[src/rtl/serial_bit_source.sv]
// Parallel-to-serial bit source: accepts WIDTH-bit words over valid/ready and emits one bit per clk.
// A one-word holding register lets consecutive words stream with no idle gap between them.
module serial_bit_source #(
   parameter int   WIDTH     = 8,
   parameter bit   MSB_FIRST = 1'b1,
   parameter logic IDLE_BIT  = 1'b0
) (
   input  logic             clk,
   input  logic             reset,
   input  logic [WIDTH-1:0] din,
   input  logic             din_valid,
   output logic             din_ready,
   output logic             a_out,
   output logic             bit_valid,
   output logic             last,
   output logic             busy,
   output logic [7:0]       word_count
);

   localparam int            CW       = (WIDTH > 1) ? $clog2(WIDTH) : 1;
   localparam logic [CW-1:0] LAST_CNT = CW'(WIDTH - 1);

   typedef enum logic {
      IDLE  = 1'b0,
      SHIFT = 1'b1
   } state_t;

   state_t           state_q, state_d;
   logic [WIDTH-1:0] sreg_q, sreg_d;
   logic [WIDTH-1:0] hreg_q, hreg_d;
   logic             hvalid_q, hvalid_d;
   logic [CW-1:0]    cnt_q, cnt_d;
   logic [7:0]       word_count_q, word_count_d;
   logic             accept;

   // The output end of sreg is the MSB or the LSB depending on bit order.
   function automatic logic head_bit(input logic [WIDTH-1:0] v);
      return MSB_FIRST ? v[WIDTH-1] : v[0];
   endfunction

   function automatic logic [WIDTH-1:0] shift_toward_head(input logic [WIDTH-1:0] v);
      return MSB_FIRST ? {v[WIDTH-2:0], 1'b0} : {1'b0, v[WIDTH-1:1]};
   endfunction

   assign accept = din_valid && !hvalid_q;

   always_comb begin
      state_d      = state_q;
      sreg_d       = sreg_q;
      hreg_d       = hreg_q;
      hvalid_d     = hvalid_q;
      cnt_d        = cnt_q;
      word_count_d = word_count_q;
      case (state_q)
         IDLE: begin
            if (accept) begin
               sreg_d  = din;
               cnt_d   = '0;
               state_d = SHIFT;
            end
         end
         SHIFT: begin
            if (cnt_q != LAST_CNT) begin
               sreg_d = shift_toward_head(sreg_q);
               cnt_d  = cnt_q + CW'(1);
               if (accept) begin
                  hreg_d   = din;
                  hvalid_d = 1'b1;
               end
            end else begin
               // Final bit of the word: reload from the holding register, then a
               // direct handshake, so back-to-back words keep bit_valid contiguous.
               word_count_d = word_count_q + 8'd1;
               cnt_d        = '0;
               if (hvalid_q) begin
                  sreg_d   = hreg_q;
                  hvalid_d = 1'b0;
               end else if (accept) begin
                  sreg_d = din;
               end else begin
                  state_d = IDLE;
               end
            end
         end
         default: state_d = IDLE;
      endcase
   end

   always_ff @(posedge clk) begin
      if (reset) begin
         state_q      <= IDLE;
         sreg_q       <= '0;
         hreg_q       <= '0;
         hvalid_q     <= 1'b0;
         cnt_q        <= '0;
         word_count_q <= '0;
      end else begin
         state_q      <= state_d;
         sreg_q       <= sreg_d;
         hreg_q       <= hreg_d;
         hvalid_q     <= hvalid_d;
         cnt_q        <= cnt_d;
         word_count_q <= word_count_d;
      end
   end

   // All outputs decode from registers only.
   assign din_ready  = !hvalid_q;
   assign bit_valid  = (state_q == SHIFT);
   assign last       = (state_q == SHIFT) && (cnt_q == LAST_CNT);
   assign busy       = (state_q == SHIFT) || hvalid_q;
   assign a_out      = (state_q == SHIFT) ? head_bit(sreg_q) : IDLE_BIT;
   assign word_count = word_count_q;

endmodule
[config.mk]
export PLATFORM = sky130hd
export DESIGN_NAME = serial_bit_source
export DESIGN_NICKNAME = d
export VERILOG_FILES = /design/src/rtl/serial_bit_source.sv
export SDC_FILE = /design/constraint.sdc
export NUM_CORES = 1
export LEC_CHECK = 0
export ABC_CLOCK_PERIOD_IN_PS = 1900
export BUFFER_PORTS_ARGS = -buffer_cell sky130_fd_sc_hd__buf_2
export CAP_MARGIN = 5
export CORE_ASPECT_RATIO = 1.5
export CORE_MARGIN = 1.5
export CORE_UTILIZATION = 25
export DETAILED_ROUTE_END_ITERATION = 16
export GPL_TIMING_DRIVEN = 0
export PLACE_DENSITY = 0.4
export SLEW_MARGIN = 20
export SYNTH_ARGS = -nofsm -noshare
export SYNTH_HDL_FRONTEND = slang
export SYNTH_SLANG_ARGS = --single-unit
[constraint.sdc]
create_clock -name clk -period 1.9 [get_ports clk]
set_input_delay 0.38 -clock clk [delete_from_list [all_inputs] [get_ports clk]]
set_output_delay 0.38 -clock clk [all_outputs]
set_load 0.005 [all_outputs]
==> summary.txt <==
Worst setup path
  • Reg2Reg Depth: 9
  • FF-to-FF setup slack: approximately 0.15 ns
  • WP buf/inv: 3
  • CP top delay family: adder cells
  • Setup CP Type: flop to primary output
  • Reg2reg end: sreg_q[2]
  • Worst path max stage delay: ~0.33 ns
  • Worst Setup End Kind: primary output
  • CP required: between 1.5 and 2 ns
  • Cell chain of the critical path: ha_2 -> ha_2 -> buf_6 -> and2_4 -> buf_6 -> buf_2
  • Slowest-stage cell, CP: dfxtp_2
  • Arr. time, crit path: about 1.5 ns
  • R2R Path Start: cnt_q[0]
  • Startpoint Class: flop
  • CP max FO: 7

Pwr
  • Peak VDD IR: 0.000431 V
  • Pint: a little over 1 mW
  • Leak: between 0.6 and 0.7 nW
  • Power share of the clock group: between 40% and 50%
  • Switch Pwr: approximately 350 µW
  • Combinational share of power: 11.6%
  • Share of total power in sequential cells: between 40% and 50%
  • Power density over the cells: 780 nW/µm²
  • Sw frac: 25.2%

Clocking
  • Worst-path clk slew: roughly 0.07 ns
  • CTS sink count: 29
  • H-tree depth: 2
  • Cts bufs inserted: 5
  • Max clock buf depth: 2
  • CTS root buf: clkbuf_8
  • Clock Latency Late Sink: 0.28 ns
  • CTS tree: yes
  • Hold-fix buffers, CTS: 0

STA
  • Hold slack: 0.337 ns
  • Least-Margin Pin Slew: about 0.53 ns
  • Worst relative slew slack: 64.6%
  • Fin crit share: 97.3%
  • Final setup viols: 0
  • Setup Skew: 0.00371 ns
  • Fin Setup TNS: 0 ns
  • Final Hold Viols: 0
  • Max Freq: about 540 MHz
  • Crit path time final: approximately 1.8 ns
  • Slew Limit Fails: 0
  • RSZ-0062 raised after global routing: false

Yosys
  • Top-area cell type share of the netlist area: between 40 and 50%
  • Top cell type by total area after synthesis: dfxtp_1
  • Syn Std Cell Area: between 1000 and 1500 µm²
  • Distinct cell type count of the synthesized netlist: 32
  • Yosys reg bits: 29
  • Avg Cell Area, Syn: roughly 9.1 µm²
  • Most area-consuming cells after synthesis: dfxtp_1 41%, a211oi_1 7.4%, mux2i_1 7.0%, nor2_1 6.1%, nand3b_1 5.3%
  • Post-synthesis cell count: 157
  • Total nets after synthesis: between 150 and 200
  • Sequential fraction of the synthesis area: roughly two fifths
  • Yosys warns: 0

Global route
  • Global-route wire length before repair: approximately 6 mm
  • Largest net degree at the start of global routing: 11
  • Vias in the first global route: approximately 1,300
  • Remaining global-route overflow: 0
  • Initial antenna violation count: 0
  • GRT Overall Usage: about an eighth

Route
  • DRC viols: 0
  • Iter 0 DRT Violations: 20
  • Via count: approximately 1,200
  • Antenna-violating nets left: 0
  • Vias/cell: approximately 4.7
  • Pre-antenna DRT Iters: 4
  • Total routed wirelength: approximately 3.5 mm
  • Routed len/inst: about 13 µm

Run status
  • Status: complete, no violations

Finish
  • FILL cells: ~590
  • Area growth, synth to finish: 25.0%
  • Multi-input logic area: 776 µm²
  • Commonest non-fill, non-tap cells in the layout: 28 x dfxtp_1, 26 x buf_2, 23 x nor2_1
  • Ant diodes: 0
  • Commonest non-fill, non-tap cell in the layout: dfxtp_1
  • Reg area: between 500 and 600 µm²
  • Final net count: between 200 and 250
  • Share of cells above drive strength 1: 27.2%

Min path
  • Hold endpoint: hreg_q[3]
  • Hold crit path type: primary input to flop
  • Cell depth of the worst hold path: 3
  • Hold Crit Start: din[3]

Die
  • Cell Rows: 33
  • IO Count: 24
  • Core Footprint: ~5500 µm²
  • Die extent in y: ~95 µm
  • Starting density of the core: around a quarter
  • Die width: between 60 and 70 µm
  • Die ar.: roughly 6200 µm²

Placement
  • GPL Wtd Cong: between 0.7 and 0.8
  • Port bufs: 22
  • Post-DP HPWL: 2.49 mm

Flow run
  • Max-cap violations: 0
==> cell type report <==
cell class | instances | area share [%]
multi-input cells | 115 | 43.7
flip-flops and latches | 29 | 32.7
repair buffers | 26 | 8.59
clock buffers | 7 | 5.42
well taps | 70 | 4.93
plain buffers | 12 | 4.15
clock inverters | 1 | 0.282
inverters | 1 | 0.211
==> metrics by stage <==
stage	setup slack (ns)	area [µm²]	utilization, %	power (mW)	std cells
after CTS	0.0119	1750	31.9	1.41	260
after global placement	0.0899	1620	29.5	0.822	249
after global routing	0.00640	1780	32.4	1.46	261
after floorplan	0.313	1420	-	0.770	157
after detailed placement	0.0632	1620	29.5	0.824	249
final	0.0521	1780	32.4	1.39	261
==> tightest hold or removal path, delay by kind of cell <==
family	cells	cell delay [ns]
buffers and inverters	1	0.08
muxes	1	0.06
and+or+nand+nor	1	0.07
==> synthesized netlist by cell type <==
master,number
a31oi_1,1
o21ai_0,7
nor2_4,1
and2_4,1
nor3b_1,1
nand4_1,3
nor3_2,2
ha_1,4
clkbuf_1,4
buf_1,1
buf_6,2
nand2_1,7
buf_2,5
or2_2,1
inv_1,1
a211oi_1,14
nor2b_1,1
nand2b_1,2
xnor2_1,3
nand2b_4,1
o21ai_1,1
xor2_1,3
dfxtp_1,29
nand3_4,1
mux2i_1,10
or3_1,1
nand3b_1,10
and3_1,1
nor2_1,23
a21o_1,1
a21oi_1,6
and2_1,9
==> flip-flops by register name, summed over array words and instances (netlist names) <==
| register | count |
|---|---|
| hreg_q | 8 |
| word_count | 8 |
| sreg_q | 8 |
| hvalid_q | 1 |
| cnt_q | 3 |
| bit_valid | 1 |
==> routing by layer <==
| metal | wire length (µm) | global-route usage [%] | vias up |
|---|---|---|---|
| met1 | 1500 | 14.4 | 584 |
| li1 | - | - | 608 |
| met4 | 83 | 6.74 | 0 |
| met5 | 0 | 0 | - |
| met3 | 156 | 3.54 | 8 |
| met2 | 1790 | 23.6 | 26 |
==> power by group through the flow <==
stage | registers (mW) | clock network, mW | logic, mW
after floorplan | 0.662 | 0 | 0.108
after global placement | 0.667 | 0 | 0.155
after detailed placement | 0.666 | 0 | 0.157
after CTS | 0.653 | 0.597 | 0.158
after global routing | 0.656 | 0.620 | 0.182
final | 0.653 | 0.572 | 0.160
==> worst max-delay path by stage <==
stage	slack [ns]	start	endpoint	depth (start not counted)
2_1_floorplan	0.31	cnt_q[0]	hreg_q[0]	7
3_3_place_gp	0.09	cnt_q[0]	hreg_q[5]	7
3_5_place_dp	0.06	cnt_q[0]	hreg_q[4]	7
4_1_cts	0.01	cnt_q[0]	last	6
5_1_grt	0.006	cnt_q[0]	last	6
6_report	0.05	cnt_q[0]	last	6
==> timing repair <==
action	CTS	global route
pin swaps	0	1
setup buffers	3	1
gates resized for setup	4	3
hold endpoints to repair	0	0
setup endpoints to repair	1	12
==> kinds of logic after synthesis <==
kind of cell | share of synthesized area (%)
compound gates | 13.3
simple gates | 26.7
fa+ha+maj | 3.52
flops | 40.8
xor+xnor | 3.70
mux | 7.04
buf+inv | 4.93
No activity file was read; power rests on OpenSTA's default activity.
